**src/rtl/seu_npu_layer_para_loader_if.sv**
```systemverilog
// ----------------------------------------------------------------------------
// seu_npu_layer_para_loader_if
//  Bus bundle of the layer-parameter loader:
//   - DDR read request channel   (rd_req_*)  loader -> memory
//   - DDR read response channel  (rd_rsp_*)  memory -> loader
//   - descriptor port to the MCU (lp_*)      loader -> MCU
//  modport master : loader side
//  modport slave  : environment side (DDR model + MCU)
// ----------------------------------------------------------------------------
interface seu_npu_layer_para_loader_if #(
    parameter int AW         = 32,
    parameter int DW         = 64,
    parameter int PARA_WORDS = 4
);
    logic                       rd_req_valid;
    logic                       rd_req_ready;
    logic [AW-1:0]              rd_req_addr;
    logic [7:0]                 rd_req_len;
    logic                       rd_rsp_valid;
    logic [DW-1:0]              rd_rsp_data;
    logic                       rd_rsp_last;
    logic                       lp_valid;
    logic                       lp_ready;
    logic [PARA_WORDS*DW-1:0]   lp_desc;
    logic [7:0]                 lp_layer_idx;
    logic [AW-1:0]              lp_in_map_saddr;
    logic [AW-1:0]              lp_out_map_saddr;
    logic                       lp_last_layer;

    modport master (
        output rd_req_valid, rd_req_addr, rd_req_len,
        input  rd_req_ready,
        input  rd_rsp_valid, rd_rsp_data, rd_rsp_last,
        output lp_valid, lp_desc, lp_layer_idx, lp_in_map_saddr, lp_out_map_saddr, lp_last_layer,
        input  lp_ready
    );

    modport slave (
        input  rd_req_valid, rd_req_addr, rd_req_len,
        output rd_req_ready,
        output rd_rsp_valid, rd_rsp_data, rd_rsp_last,
        input  lp_valid, lp_desc, lp_layer_idx, lp_in_map_saddr, lp_out_map_saddr, lp_last_layer,
        output lp_ready
    );
endinterface

```
**src/rtl/seu_npu_layer_para_loader.sv**
```systemverilog
// ----------------------------------------------------------------------------
// seu_npu_layer_para_loader
//  Walks the layer-parameter table in DDR (one PARA_WORDS-word descriptor per
//  layer) and hands each descriptor to the NPU MCU with ping-pong resolved
//  input/output feature-map addresses.
//  Ports:
//   clk_trans, rst_n          clock, async active-low reset
//   start, abort              walk control
//   nn_*                      walk configuration, latched on accepted start
//   bus (master)              DDR read req/rsp channels and MCU descriptor port
//   busy, done, proto_err     status (proto_err sticky, cleared by start)
// ----------------------------------------------------------------------------
module seu_npu_layer_para_loader #(
    parameter int AW         = 32,
    parameter int DW         = 64,
    parameter int PARA_WORDS = 4
) (
    input  logic                        clk_trans,
    input  logic                        rst_n,
    input  logic                        start,
    input  logic                        abort,
    input  logic [AW-1:0]               nn_layer_para_saddr,
    input  logic [AW-1:0]               nn_first_map_saddr,
    input  logic [AW-1:0]               nn_map0_saddr,
    input  logic [AW-1:0]               nn_map1_saddr,
    input  logic [7:0]                  nn_layers_num,
    seu_npu_layer_para_loader_if.master bus,
    output logic                        busy,
    output logic                        done,
    output logic                        proto_err
);
    localparam int STRIDE = PARA_WORDS * DW / 8;
    localparam int IW     = (PARA_WORDS > 1) ? $clog2(PARA_WORDS) : 1;

    typedef enum logic [2:0] {IDLE, REQ, RECV, DRAIN, HOLD} state_t;

    state_t                         r_state;
    logic [7:0]                     r_idx;
    logic [7:0]                     r_num;
    logic [IW-1:0]                  r_cnt;
    logic [AW-1:0]                  r_map0;
    logic [AW-1:0]                  r_map1;
    logic [AW-1:0]                  r_req_addr;
    logic [AW-1:0]                  r_in;
    logic [AW-1:0]                  r_out;
    logic                           r_last;
    logic                           r_req_valid;
    logic                           r_lp_valid;
    logic                           r_done;
    logic                           r_perr;
    logic                           r_skip;   // tail of an over-long burst still to be swallowed
    logic [PARA_WORDS-1:0][DW-1:0]  r_desc;

    logic w_beat;
    logic w_end;
    logic w_final;

    // Beats belonging to an over-long previous burst are never real data.
    assign w_beat  = bus.rd_rsp_valid && !r_skip;
    assign w_final = (r_cnt == IW'(PARA_WORDS - 1));
    assign w_end   = w_beat && (bus.rd_rsp_last || w_final);

    always_ff @(posedge clk_trans or negedge rst_n) begin
        if (!rst_n) begin
            r_state     <= IDLE;
            r_idx       <= '0;
            r_num       <= '0;
            r_cnt       <= '0;
            r_map0      <= '0;
            r_map1      <= '0;
            r_req_addr  <= '0;
            r_in        <= '0;
            r_out       <= '0;
            r_last      <= 1'b0;
            r_req_valid <= 1'b0;
            r_lp_valid  <= 1'b0;
            r_done      <= 1'b0;
            r_perr      <= 1'b0;
            r_skip      <= 1'b0;
            r_desc      <= '0;
        end else begin
            r_done <= 1'b0;
            if (r_skip && bus.rd_rsp_valid && bus.rd_rsp_last)
                r_skip <= 1'b0;

            case (r_state)
                IDLE: begin
                    if (start && !abort) begin
                        r_perr <= 1'b0;
                        r_num  <= nn_layers_num;
                        r_map0 <= nn_map0_saddr;
                        r_map1 <= nn_map1_saddr;
                        if (nn_layers_num == 8'd0) begin
                            r_done <= 1'b1;
                        end else begin
                            r_idx       <= '0;
                            r_req_addr  <= nn_layer_para_saddr;
                            r_in        <= nn_first_map_saddr;
                            r_out       <= nn_map0_saddr;
                            r_last      <= (nn_layers_num == 8'd1);
                            r_req_valid <= 1'b1;
                            r_state     <= REQ;
                        end
                    end
                end
                REQ: begin
                    if (abort) begin
                        r_req_valid <= 1'b0;
                        r_state     <= IDLE;
                    end else if (bus.rd_req_ready) begin
                        r_req_valid <= 1'b0;
                        r_cnt       <= '0;
                        r_desc      <= '0;   // words not delivered by a short burst read as 0
                        r_state     <= RECV;
                    end
                end
                RECV: begin
                    if (w_beat) begin
                        r_desc[r_cnt] <= bus.rd_rsp_data;
                        r_cnt         <= r_cnt + 1'b1;
                    end
                    if (w_end) begin
                        if (bus.rd_rsp_last != w_final)
                            r_perr <= 1'b1;
                        if (!bus.rd_rsp_last)
                            r_skip <= 1'b1;
                        if (abort) begin
                            r_state <= IDLE;
                        end else begin
                            r_lp_valid <= 1'b1;
                            r_state    <= HOLD;
                        end
                    end else if (abort) begin
                        r_state <= DRAIN;
                    end
                end
                DRAIN: begin
                    if (w_beat && bus.rd_rsp_last)
                        r_state <= IDLE;
                end
                HOLD: begin
                    if (abort) begin
                        r_lp_valid <= 1'b0;
                        r_state    <= IDLE;
                    end else if (bus.lp_ready) begin
                        r_lp_valid <= 1'b0;
                        if (r_last) begin
                            r_done  <= 1'b1;
                            r_state <= IDLE;
                        end else begin
                            // Next layer reads what this one wrote; its output
                            // goes to map0 on even indices, map1 on odd.
                            r_idx       <= r_idx + 8'd1;
                            r_req_addr  <= r_req_addr + AW'(STRIDE);
                            r_in        <= r_out;
                            r_out       <= r_idx[0] ? r_map0 : r_map1;
                            r_last      <= ((r_idx + 8'd1) == (r_num - 8'd1));
                            r_req_valid <= 1'b1;
                            r_state     <= REQ;
                        end
                    end
                end
                default: r_state <= IDLE;
            endcase
        end
    end

    assign bus.rd_req_valid     = r_req_valid;
    assign bus.rd_req_addr      = r_req_addr;
    assign bus.rd_req_len       = 8'(PARA_WORDS);
    assign bus.lp_valid         = r_lp_valid;
    assign bus.lp_desc          = r_desc;
    assign bus.lp_layer_idx     = r_idx;
    assign bus.lp_in_map_saddr  = r_in;
    assign bus.lp_out_map_saddr = r_out;
    assign bus.lp_last_layer    = r_last;
    assign busy                 = (r_state != IDLE);
    assign done                 = r_done;
    assign proto_err            = r_perr;
endmodule

```
**src/flat_wrapper.sv**
```systemverilog
// flat-port wrapper written by rule: the top's interface ports become plain ports
module seu_npu_layer_para_loader_flat 
#(
    parameter int AW         = 32,
    parameter int DW         = 64,
    parameter int PARA_WORDS = 4
)
  (clk_trans, rst_n, start, abort, nn_layer_para_saddr, nn_first_map_saddr, nn_map0_saddr, nn_map1_saddr, nn_layers_num, busy, done, proto_err, bus_rd_req_valid, bus_rd_req_addr, bus_rd_req_len, bus_rd_req_ready, bus_rd_rsp_valid, bus_rd_rsp_data, bus_rd_rsp_last, bus_lp_valid, bus_lp_desc, bus_lp_layer_idx, bus_lp_in_map_saddr, bus_lp_out_map_saddr, bus_lp_last_layer, bus_lp_ready);
  seu_npu_layer_para_loader_if #(.AW(AW), .DW(DW), .PARA_WORDS(PARA_WORDS)) bus_i ();
  input  logic clk_trans;
  input  logic rst_n;
  input  logic start;
  input  logic abort;
  input  logic [AW-1:0] nn_layer_para_saddr;
  input  logic [AW-1:0] nn_first_map_saddr;
  input  logic [AW-1:0] nn_map0_saddr;
  input  logic [AW-1:0] nn_map1_saddr;
  input  logic [7:0] nn_layers_num;
  output logic busy;
  output logic done;
  output logic proto_err;
  output wire logic [$bits(bus_i.rd_req_valid)-1:0] bus_rd_req_valid;
  output wire logic [$bits(bus_i.rd_req_addr)-1:0] bus_rd_req_addr;
  output wire logic [$bits(bus_i.rd_req_len)-1:0] bus_rd_req_len;
  input wire logic [$bits(bus_i.rd_req_ready)-1:0] bus_rd_req_ready;
  input wire logic [$bits(bus_i.rd_rsp_valid)-1:0] bus_rd_rsp_valid;
  input wire logic [$bits(bus_i.rd_rsp_data)-1:0] bus_rd_rsp_data;
  input wire logic [$bits(bus_i.rd_rsp_last)-1:0] bus_rd_rsp_last;
  output wire logic [$bits(bus_i.lp_valid)-1:0] bus_lp_valid;
  output wire logic [$bits(bus_i.lp_desc)-1:0] bus_lp_desc;
  output wire logic [$bits(bus_i.lp_layer_idx)-1:0] bus_lp_layer_idx;
  output wire logic [$bits(bus_i.lp_in_map_saddr)-1:0] bus_lp_in_map_saddr;
  output wire logic [$bits(bus_i.lp_out_map_saddr)-1:0] bus_lp_out_map_saddr;
  output wire logic [$bits(bus_i.lp_last_layer)-1:0] bus_lp_last_layer;
  input wire logic [$bits(bus_i.lp_ready)-1:0] bus_lp_ready;
  assign bus_rd_req_valid = bus_i.rd_req_valid;
  assign bus_rd_req_addr = bus_i.rd_req_addr;
  assign bus_rd_req_len = bus_i.rd_req_len;
  assign bus_i.rd_req_ready = bus_rd_req_ready;
  assign bus_i.rd_rsp_valid = bus_rd_rsp_valid;
  assign bus_i.rd_rsp_data = bus_rd_rsp_data;
  assign bus_i.rd_rsp_last = bus_rd_rsp_last;
  assign bus_lp_valid = bus_i.lp_valid;
  assign bus_lp_desc = bus_i.lp_desc;
  assign bus_lp_layer_idx = bus_i.lp_layer_idx;
  assign bus_lp_in_map_saddr = bus_i.lp_in_map_saddr;
  assign bus_lp_out_map_saddr = bus_i.lp_out_map_saddr;
  assign bus_lp_last_layer = bus_i.lp_last_layer;
  assign bus_i.lp_ready = bus_lp_ready;
  seu_npu_layer_para_loader #(.AW(AW), .DW(DW), .PARA_WORDS(PARA_WORDS)) u_core (.clk_trans(clk_trans), .rst_n(rst_n), .start(start), .abort(abort), .nn_layer_para_saddr(nn_layer_para_saddr), .nn_first_map_saddr(nn_first_map_saddr), .nn_map0_saddr(nn_map0_saddr), .nn_map1_saddr(nn_map1_saddr), .nn_layers_num(nn_layers_num), .bus(bus_i), .busy(busy), .done(done), .proto_err(proto_err));
endmodule
```
**config.mk**
```make
export PLATFORM = sky130hd
export DESIGN_NAME = seu_npu_layer_para_loader_flat
export DESIGN_NICKNAME = d
export VERILOG_FILES = /design/src/rtl/seu_npu_layer_para_loader_if.sv /design/src/rtl/seu_npu_layer_para_loader.sv /design/src/flat_wrapper.sv
export SDC_FILE = /design/constraint.sdc
export NUM_CORES = 1
export LEC_CHECK = 0
export BUFFER_PORTS_ARGS = -buffer_cell sky130_fd_sc_hd__buf_4
export CAP_MARGIN = 5
export CORE_AREA = 2 2 223 225
export CTS_CLUSTER_SIZE = 40
export DETAILED_ROUTE_END_ITERATION = 7
export DIE_AREA = 0 0 225 227
export PLACE_DENSITY = 0.63
export SLEW_MARGIN = 20
export SYNTH_ARGS = -nofsm -noshare
export SYNTH_HDL_FRONTEND = slang
export SYNTH_SLANG_ARGS = --single-unit
```
**constraint.sdc**
```tcl
create_clock -name clk_trans -period 2.6 [get_ports clk_trans]
set_input_delay 0.26 -clock clk_trans [delete_from_list [all_inputs] [get_ports clk_trans]]
set_output_delay 0.26 -clock clk_trans [all_outputs]
set_load 0.03 [all_outputs]
```
==> results_dict.tcl, run 1 <==
set metrics [dict create \
    setup_violations 0 \
    total_power_w 0.0308 \
    hold_violations 0 \
    core_area_um2 48500 \
    cts_buffer_depth 3 \
    cts_hold_buf 201 \
    postPlaceCellArea_um2 23400 \
    p_sw_frac 0.399 \
    gp_congestion 0.867 \
    worstPathArrival_ps 2760 \
    start_util 0.377 \
    routedWlPerCell_um 21.6 \
    viasPerCell 5.40 \
    cp-end-kind "flip-flop" \
    final_area_um2 27000 \
    yosysUniqueCellTypes 59 \
    maxSlewViolCount 0 \
    num-nets-final 2478 \
    async_reset_ff_frac 1.00 \
    p_per_area_nw_per_um2 1140 \
    rsz0062_at_grt "no" \
    postCtsSetupRepairBufs 0 \
    clk_latency_ps 610 \
    grt_pass1_wl_um 96300 \
    maxSlewHeadroom 0.594 \
    start_kind "flip-flop" \
    dpl.cell_count 2634 \
    antenna_found_initial 7 \
    cts_tree "built" \
    final.setup.tns_ps 0 \
    p_int_w 0.0185 \
    die_h_um 227 \
    dieArea_um2 51100 \
    pwr-share-seq 0.365 \
    totalWireLength_um 63300 \
    path_clk_slew_ps 60 \
    cts_inserted_buffers 47 \
    skew_ps 22.0 \
    worstReg2RegStart "u_core.r_state[0]$_DFFE_PN0P_" \
    first_pass_iters 5 \
    worst_pin_slew_ps 609 \
    cts_root_buffer "clkbuf_16" \
    final_cells 2927 \
    initialDrtViolationCount 1121 \
    drive_gt1_frac 0.349 \
    p_leak_nw 13.1 \
    crit_path_start "u_core.r_state[0]$_DFFE_PN0P_" \
    final_common_cell "buf_4" \
    syn-cell-area_um2 18300 \
    rows 81 \
    synth_ff_type "dfrtp_1" \
    hold_path_startpoint "nn_layer_para_saddr[21]" \
    worst_hold_path_type "in2reg" \
    fillers 4008 \
    grt-ovfl-total 0 \
    io_pins 582 \
    cts.sinks 443 \
    max_clock_freq_mhz 435 \
    final_cell_mix "604 x buf_4, 442 x dfrtp_1, 256 x a22o_1, 201 x dlygate4sd3_1, 132 x nand2_1" \
    port_buffers 573 \
    required_ps 3060 \
    maxCapViolations 0 \
    area_growth_pct 47.5 \
    synth-edff-count 0 \
    avgSynthCellArea_um2 12.2 \
    route.detailed.drc 0 \
    cts.repair.resized 0 \
    layout_setup_ws_ps 303 \
    die_x_um 225 \
    dp_hpwl_um 43300 \
    switchingPower_w 0.0123 \
    fin_crit_sh 0.883 \
    status "complete, no violations" \
    fin_crit_ps 2300 \
    grt_max_degree 65 \
    vdd_drop_max_uv 787 \
    clkPwrFrac 0.230 \
    cts_max_level 2 \
    comb_power_share 0.405 \
    yosysWarningCount 0 \
    place_ws_ps 299 \
    yosys_register_bits 443 \
    cp_max_fo 42 \
    critical_path_class "reg2reg" \
    yosysSeqAreaShare 0.605 \
    track_usage 0.241 \
    ant_nets 0 \
    syn_inst 1502 \
    grt_pass1_vias 15993 \
    num_vias 15806 \
]
-- power groups by stage --
| stage | Clock, W | Combinational [W] | Sequential, W |
|---|---|---|---|
| final | 0.00709 | 0.0125 | 0.0112 |
| after global routing | 0.00750 | 0.0132 | 0.0115 |
| after CTS | 0.00722 | 0.0125 | 0.0112 |
| after detailed placement | 0 | 0.0122 | 0.0113 |
| after global placement | 0 | 0.0121 | 0.0112 |
| after floorplan | 0 | 0.00403 | 0.0144 |
-- path summary, 6_finish.rpt --
check / endpoint / slack [ps] / cells past startpoint
max in group asynchronous: u_core.bus.lp_desc[171]$_DFFE_PN0P_ / 1370 / 3
max: u_core.bus.lp_desc[207]$_DFFE_PN0P_ / 300 / 6
max reg2reg: u_core.bus.lp_desc[207]$_DFFE_PN0P_ / 300 / 6
min in group asynchronous: u_core.r_map1[2]$_DFFE_PN0P_ / 210 / 2
min: u_core.bus.rd_req_addr[21]$_DFFE_PN0P_ / 30 / 3
min reg2reg: u_core.bus.lp_desc[174]$_DFFE_PN0P_ / 500 / 1
-- synthesized netlist by cell type, types with 3 or more instances --
| cell type | n | area (um2) |
|---|---|---|
| nand2b_1 | 5 | 31.3 |
| a21o_1 | 3 | 22.5 |
| or3_1 | 7 | 43.8 |
| nor2_1 | 94 | 353 |
| buf_6 | 27 | 304 |
| o31ai_1 | 6 | 45.0 |
| clkbuf_1 | 28 | 105 |
| buf_1 | 7 | 26.3 |
| o21ai_0 | 63 | 315 |
| or4_1 | 3 | 22.5 |
| o22ai_1 | 16 | 100 |
| dfrtp_1 | 443 | 11100 |
| and3_1 | 3 | 18.8 |
| nor4_1 | 3 | 18.8 |
| and2_1 | 4 | 25.0 |
| buf_2 | 49 | 245 |
| a31oi_1 | 36 | 225 |
| mux2_2 | 79 | 890 |
| nor2b_1 | 3 | 18.8 |
| ha_1 | 8 | 100 |
| nand3_1 | 20 | 100 |
| inv_1 | 14 | 52.6 |
| a21oi_1 | 72 | 360 |
| nand4_1 | 11 | 68.8 |
| a22o_1 | 256 | 2240 |
| a211oi_1 | 3 | 22.5 |
| buf_4 | 9 | 67.6 |
| mux2i_1 | 33 | 330 |
| xnor2_1 | 8 | 70.1 |
| a2bb2oi_1 | 13 | 114 |
| xor2_1 | 3 | 26.3 |
| o21ai_4 | 5 | 81.3 |
| nand2_1 | 133 | 499 |
-- per-stage QoR --
stage	hold slack, ps	util
floorplan	-35.6	-
CTS	0.324	0.556
global placement	267	0.481
finish	33.0	0.557
detailed placement	276	0.481
global route	15.5	0.557
-- metal layers --
| metal | track usage | share of wire | vias to the layer above |
|---|---|---|---|
| met1 | 0.305 | 0.40 | 7915 |
| met4 | 0.0808 | 0.031 | 4 |
| met5 | 0 | 0.00044 | - |
| li1 | - | - | 7058 |
| met2 | 0.401 | 0.48 | 707 |
| met3 | 0.0667 | 0.083 | 122 |
-- state kept, by name, summed over array words and instances, names as in the netlist --
register                     cells
u_core.bus.lp_layer_idx          8
u_core.bus.lp_last_layer         1
u_core.done                      1
u_core.bus.lp_in_map_saddr      32
u_core.bus.rd_req_addr          32
u_core.bus.lp_out_map_saddr     32
u_core.proto_err                 1
u_core.bus.rd_req_valid          1
u_core.r_map0                   32
u_core.r_num                     8
u_core.r_cnt                     2
u_core.r_state                   3
u_core.bus.lp_desc             256
u_core.bus.lp_valid              1
u_core.r_skip                    1
u_core.r_map1                   32
-- critical path, cell delays in order (launching register included) --
cell and delay (ps):
dfrtp_1 480, or3b_1 440, or2_1 340, o21ai_4 190, o21ai_4 220, buf_12 230
a22o_1 220
-- final cells by class --
class	count	area, um2	area share
Antenna cell	5	12.5	0.000463
Clock buffer	66	1340	0.0495
Clock inverter	21	299	0.0111
Inverter	14	52.6	0.00194
Multi-Input combinational cell	930	6500	0.240
Sequential cell	443	11100	0.410
Tap cell	622	778	0.0288
Timing Repair Buffer	826	6960	0.258
-- cells by family (layout without fill, tap and decap cells) --
kind of cell / after synthesis / after routing / share of synthesized area
AO/OA/AOI/OAI: 490 / 490 / 0.200
flip-flops: 443 / 443 / 0.605
AND/OR/NAND/NOR: 300 / 300 / 0.0721
buffers and inverters: 135 / 927 / 0.0440
multiplexers: 112 / 112 / 0.0666
XOR/XNOR: 12 / 12 / 0.00649
adder cells (fa/ha/maj): 8 / 8 / 0.00546
other: 2 / 13 / 0.000410
No activity file was read; power rests on OpenSTA's default activity.
==> run 2, diff against run 1 <==
--- a/config.mk
+++ b/config.mk
@@ -11,7 +11,7 @@
 export CTS_CLUSTER_SIZE = 40
 export DETAILED_ROUTE_END_ITERATION = 7
 export DIE_AREA = 0 0 225 227
-export PLACE_DENSITY = 0.63
+export PLACE_DENSITY = 0.7
 export SLEW_MARGIN = 20
 export SYNTH_ARGS = -nofsm -noshare
 export SYNTH_HDL_FRONTEND = slang
==> run 2 against run 1 <==
Effect of this change:
- first-iteration DRC count fell by 0.71%
- cell area rose by 0.40%
- wire length rose by 2.3%
- cell count rose by 0.31%
- fmax fell by 4.0%
- non-clock buffer count rose by 4
- register-to-register slack barely moved
- sequential cell count did not move
- utilization rose by 0.22 points
==> results_dict.tcl, run 2 (synthesis results as in run 1) <==
set metrics [dict create \
    p_int_w 0.0188 \
    totalWireLength_um 64700 \
    critical_path.slowest_cell "or4_4" \
    start_kind "primary input" \
    antenna_found_initial 8 \
    start_util 0.377 \
    rsz0062_at_grt "no" \
    gp_congestion 0.878 \
    comb_power_share 0.404 \
    dp_hpwl_um 43900 \
    track_usage 0.247 \
    grt_max_degree 78 \
    cts.sinks 443 \
    p_per_area_nw_per_um2 1150 \
    cp-end-kind "flip-flop" \
    rrSetupSlack_ps 290 \
    viasPerCell 5.49 \
    drive_gt1_frac 0.357 \
    cts_tree "built" \
    fin_crit_ps 2390 \
    routedWlPerCell_um 22.1 \
    die_x_um 225 \
    dieArea_um2 51100 \
    cts.repair.resized 0 \
    cts_buffer_depth 3 \
    final_cell_mix "614 x buf_4, 442 x dfrtp_1, 256 x a22o_1, 193 x dlygate4sd3_1, 132 x nand2_1" \
    final_area_um2 27100 \
    setup_violations 0 \
    cts_max_level 2 \
    worstPathArrival_ps 2830 \
    total_power_w 0.0312 \
    largest_register_ffs 256 \
    status "complete, no violations" \
    cp_max_fo 38 \
    first_pass_iters 5 \
    crit_path_start "nn_layers_num[5]" \
    crit_chain "dlygate4sd3_1 -> buf_4 -> or4_4 -> or3_4 -> o21a_2 -> buf_4 -> a21oi_1 -> a21oi_1" \
    p_leak_nw 13.2 \
    worstReg2RegStart "u_core.r_state[1]$_DFFE_PN0P_" \
    fin_crit_sh 0.920 \
    rows 81 \
    maxCapViolations 0 \
    port_buffers 573 \
    reg2regPathDepth 6 \
    cts_inserted_buffers 48 \
    rr_endpoint "u_core.bus.lp_desc[222]$_DFFE_PN0P_" \
    worst_pin_slew_ps 645 \
    cts_root_buffer "clkbuf_16" \
    route.detailed.drc 0 \
    grt_pass1_wl_um 97800 \
    maxSlewViolCount 0 \
    final_common_cell "buf_4" \
    slowest_delay_ps 550 \
    hold_violations 0 \
    cts_hold_buf 193 \
    num_vias 16126 \
    skew_ps 22.3 \
    p_sw_frac 0.398 \
    io_pins 582 \
    num-nets-final 2483 \
    pwr-share-seq 0.362 \
    critical_path_class "in2reg" \
    die_h_um 227 \
    maxSlewHeadroom 0.568 \
    final.setup.tns_ps 0 \
    vdd_drop_max_uv 842 \
    worst_hold_path_type "in2reg" \
    fillers 3876 \
    required_ps 3040 \
    switchingPower_w 0.0124 \
    core_area_um2 48500 \
    area_growth_pct 48.1 \
    clkPwrFrac 0.235 \
    postPlaceCellArea_um2 23500 \
    final_cells 2936 \
    endpoint "u_core.bus.rd_req_addr[9]$_DFFE_PN0P_" \
    grt-ovfl-total 0 \
    ant_nets 0 \
    clk_latency_ps 600 \
    max_clock_freq_mhz 418 \
    initialDrtViolationCount 1113 \
    dpl.cell_count 2646 \
    grt_pass1_vias 16345 \
    postCtsSetupRepairBufs 0 \
    path_clk_slew_ps 60 \
]
-- run 2: cell type report --
cell class | count | area (um2) | share of cell area
Sequential cell | 443 | 11100 | 0.409
Timing Repair Buffer | 830 | 7000 | 0.258
Multi-Input combinational cell | 930 | 6490 | 0.239
Clock buffer | 59 | 1320 | 0.0487
Tap cell | 622 | 778 | 0.0287
Clock inverter | 31 | 388 | 0.0143
Inverter | 14 | 52.6 | 0.00194
Antenna cell | 7 | 17.5 | 0.000646
-- run 2: worst min-delay path by stage --
| stage | end | slack [ps] | cells after the start | start |
|---|---|---|---|---|
| 2_1_floorplan | u_core.bus.lp_desc[0]$_DFFE_PN0P_ | -40 | 0 | rst_n |
| 3_3_place_gp | u_core.r_map1[5]$_DFFE_PN0P_ | 290 | 1 | rst_n |
| 3_5_place_dp | u_core.r_map1[5]$_DFFE_PN0P_ | 290 | 1 | rst_n |
| 4_1_cts | u_core.bus.rd_req_addr[21]$_DFFE_PN0P_ | 2 | 3 | nn_layer_para_saddr[21] |
| 5_1_grt | u_core.bus.lp_in_map_saddr[10]$_DFFE_PN0P_ | 20 | 3 | nn_first_map_saddr[10] |
| 6_report | u_core.bus.rd_req_addr[26]$_DFFE_PN0P_ | 30 | 3 | nn_layer_para_saddr[26] |
-- run 2: through the flow --
| step | setup WS, ps | util | hold slack (ps) |
|---|---|---|---|
| 2_1_floorplan | 472 | - | -35.6 |
| 3_3_place_gp | 197 | 0.484 | 287 |
| 3_5_place_dp | 190 | 0.484 | 290 |
| 4_1_cts | 252 | 0.559 | 1.74 |
| 5_1_grt | 149 | 0.559 | 19.3 |
| 6_report | 208 | 0.559 | 33.3 |
-- run 2: power by group through the flow --
stage | Combinational (W) | Sequential (W) | Clock, W
finish | 0.0126 | 0.0113 | 0.00731
global route | 0.0133 | 0.0115 | 0.00769
CTS | 0.0126 | 0.0112 | 0.00742
detailed placement | 0.0123 | 0.0112 | 0
global placement | 0.0121 | 0.0112 | 0
floorplan | 0.00403 | 0.0144 | 0
-- run 2: worst max-delay path: cells and delay by family --
kind	cells	cell delay, ps
buf+inv	3	980
simple gates	2	980
compound gates	3	560
-- run 2: metal layers --
layer	share of wire	up-vias	wire [um]	GRT usage
met2	0.48	853	30900	0.407
met3	0.10	146	6660	0.0814
met5	0.00040	-	26	0
met4	0.040	4	2580	0.108
met1	0.38	8044	24600	0.298
li1	-	7079	-	-
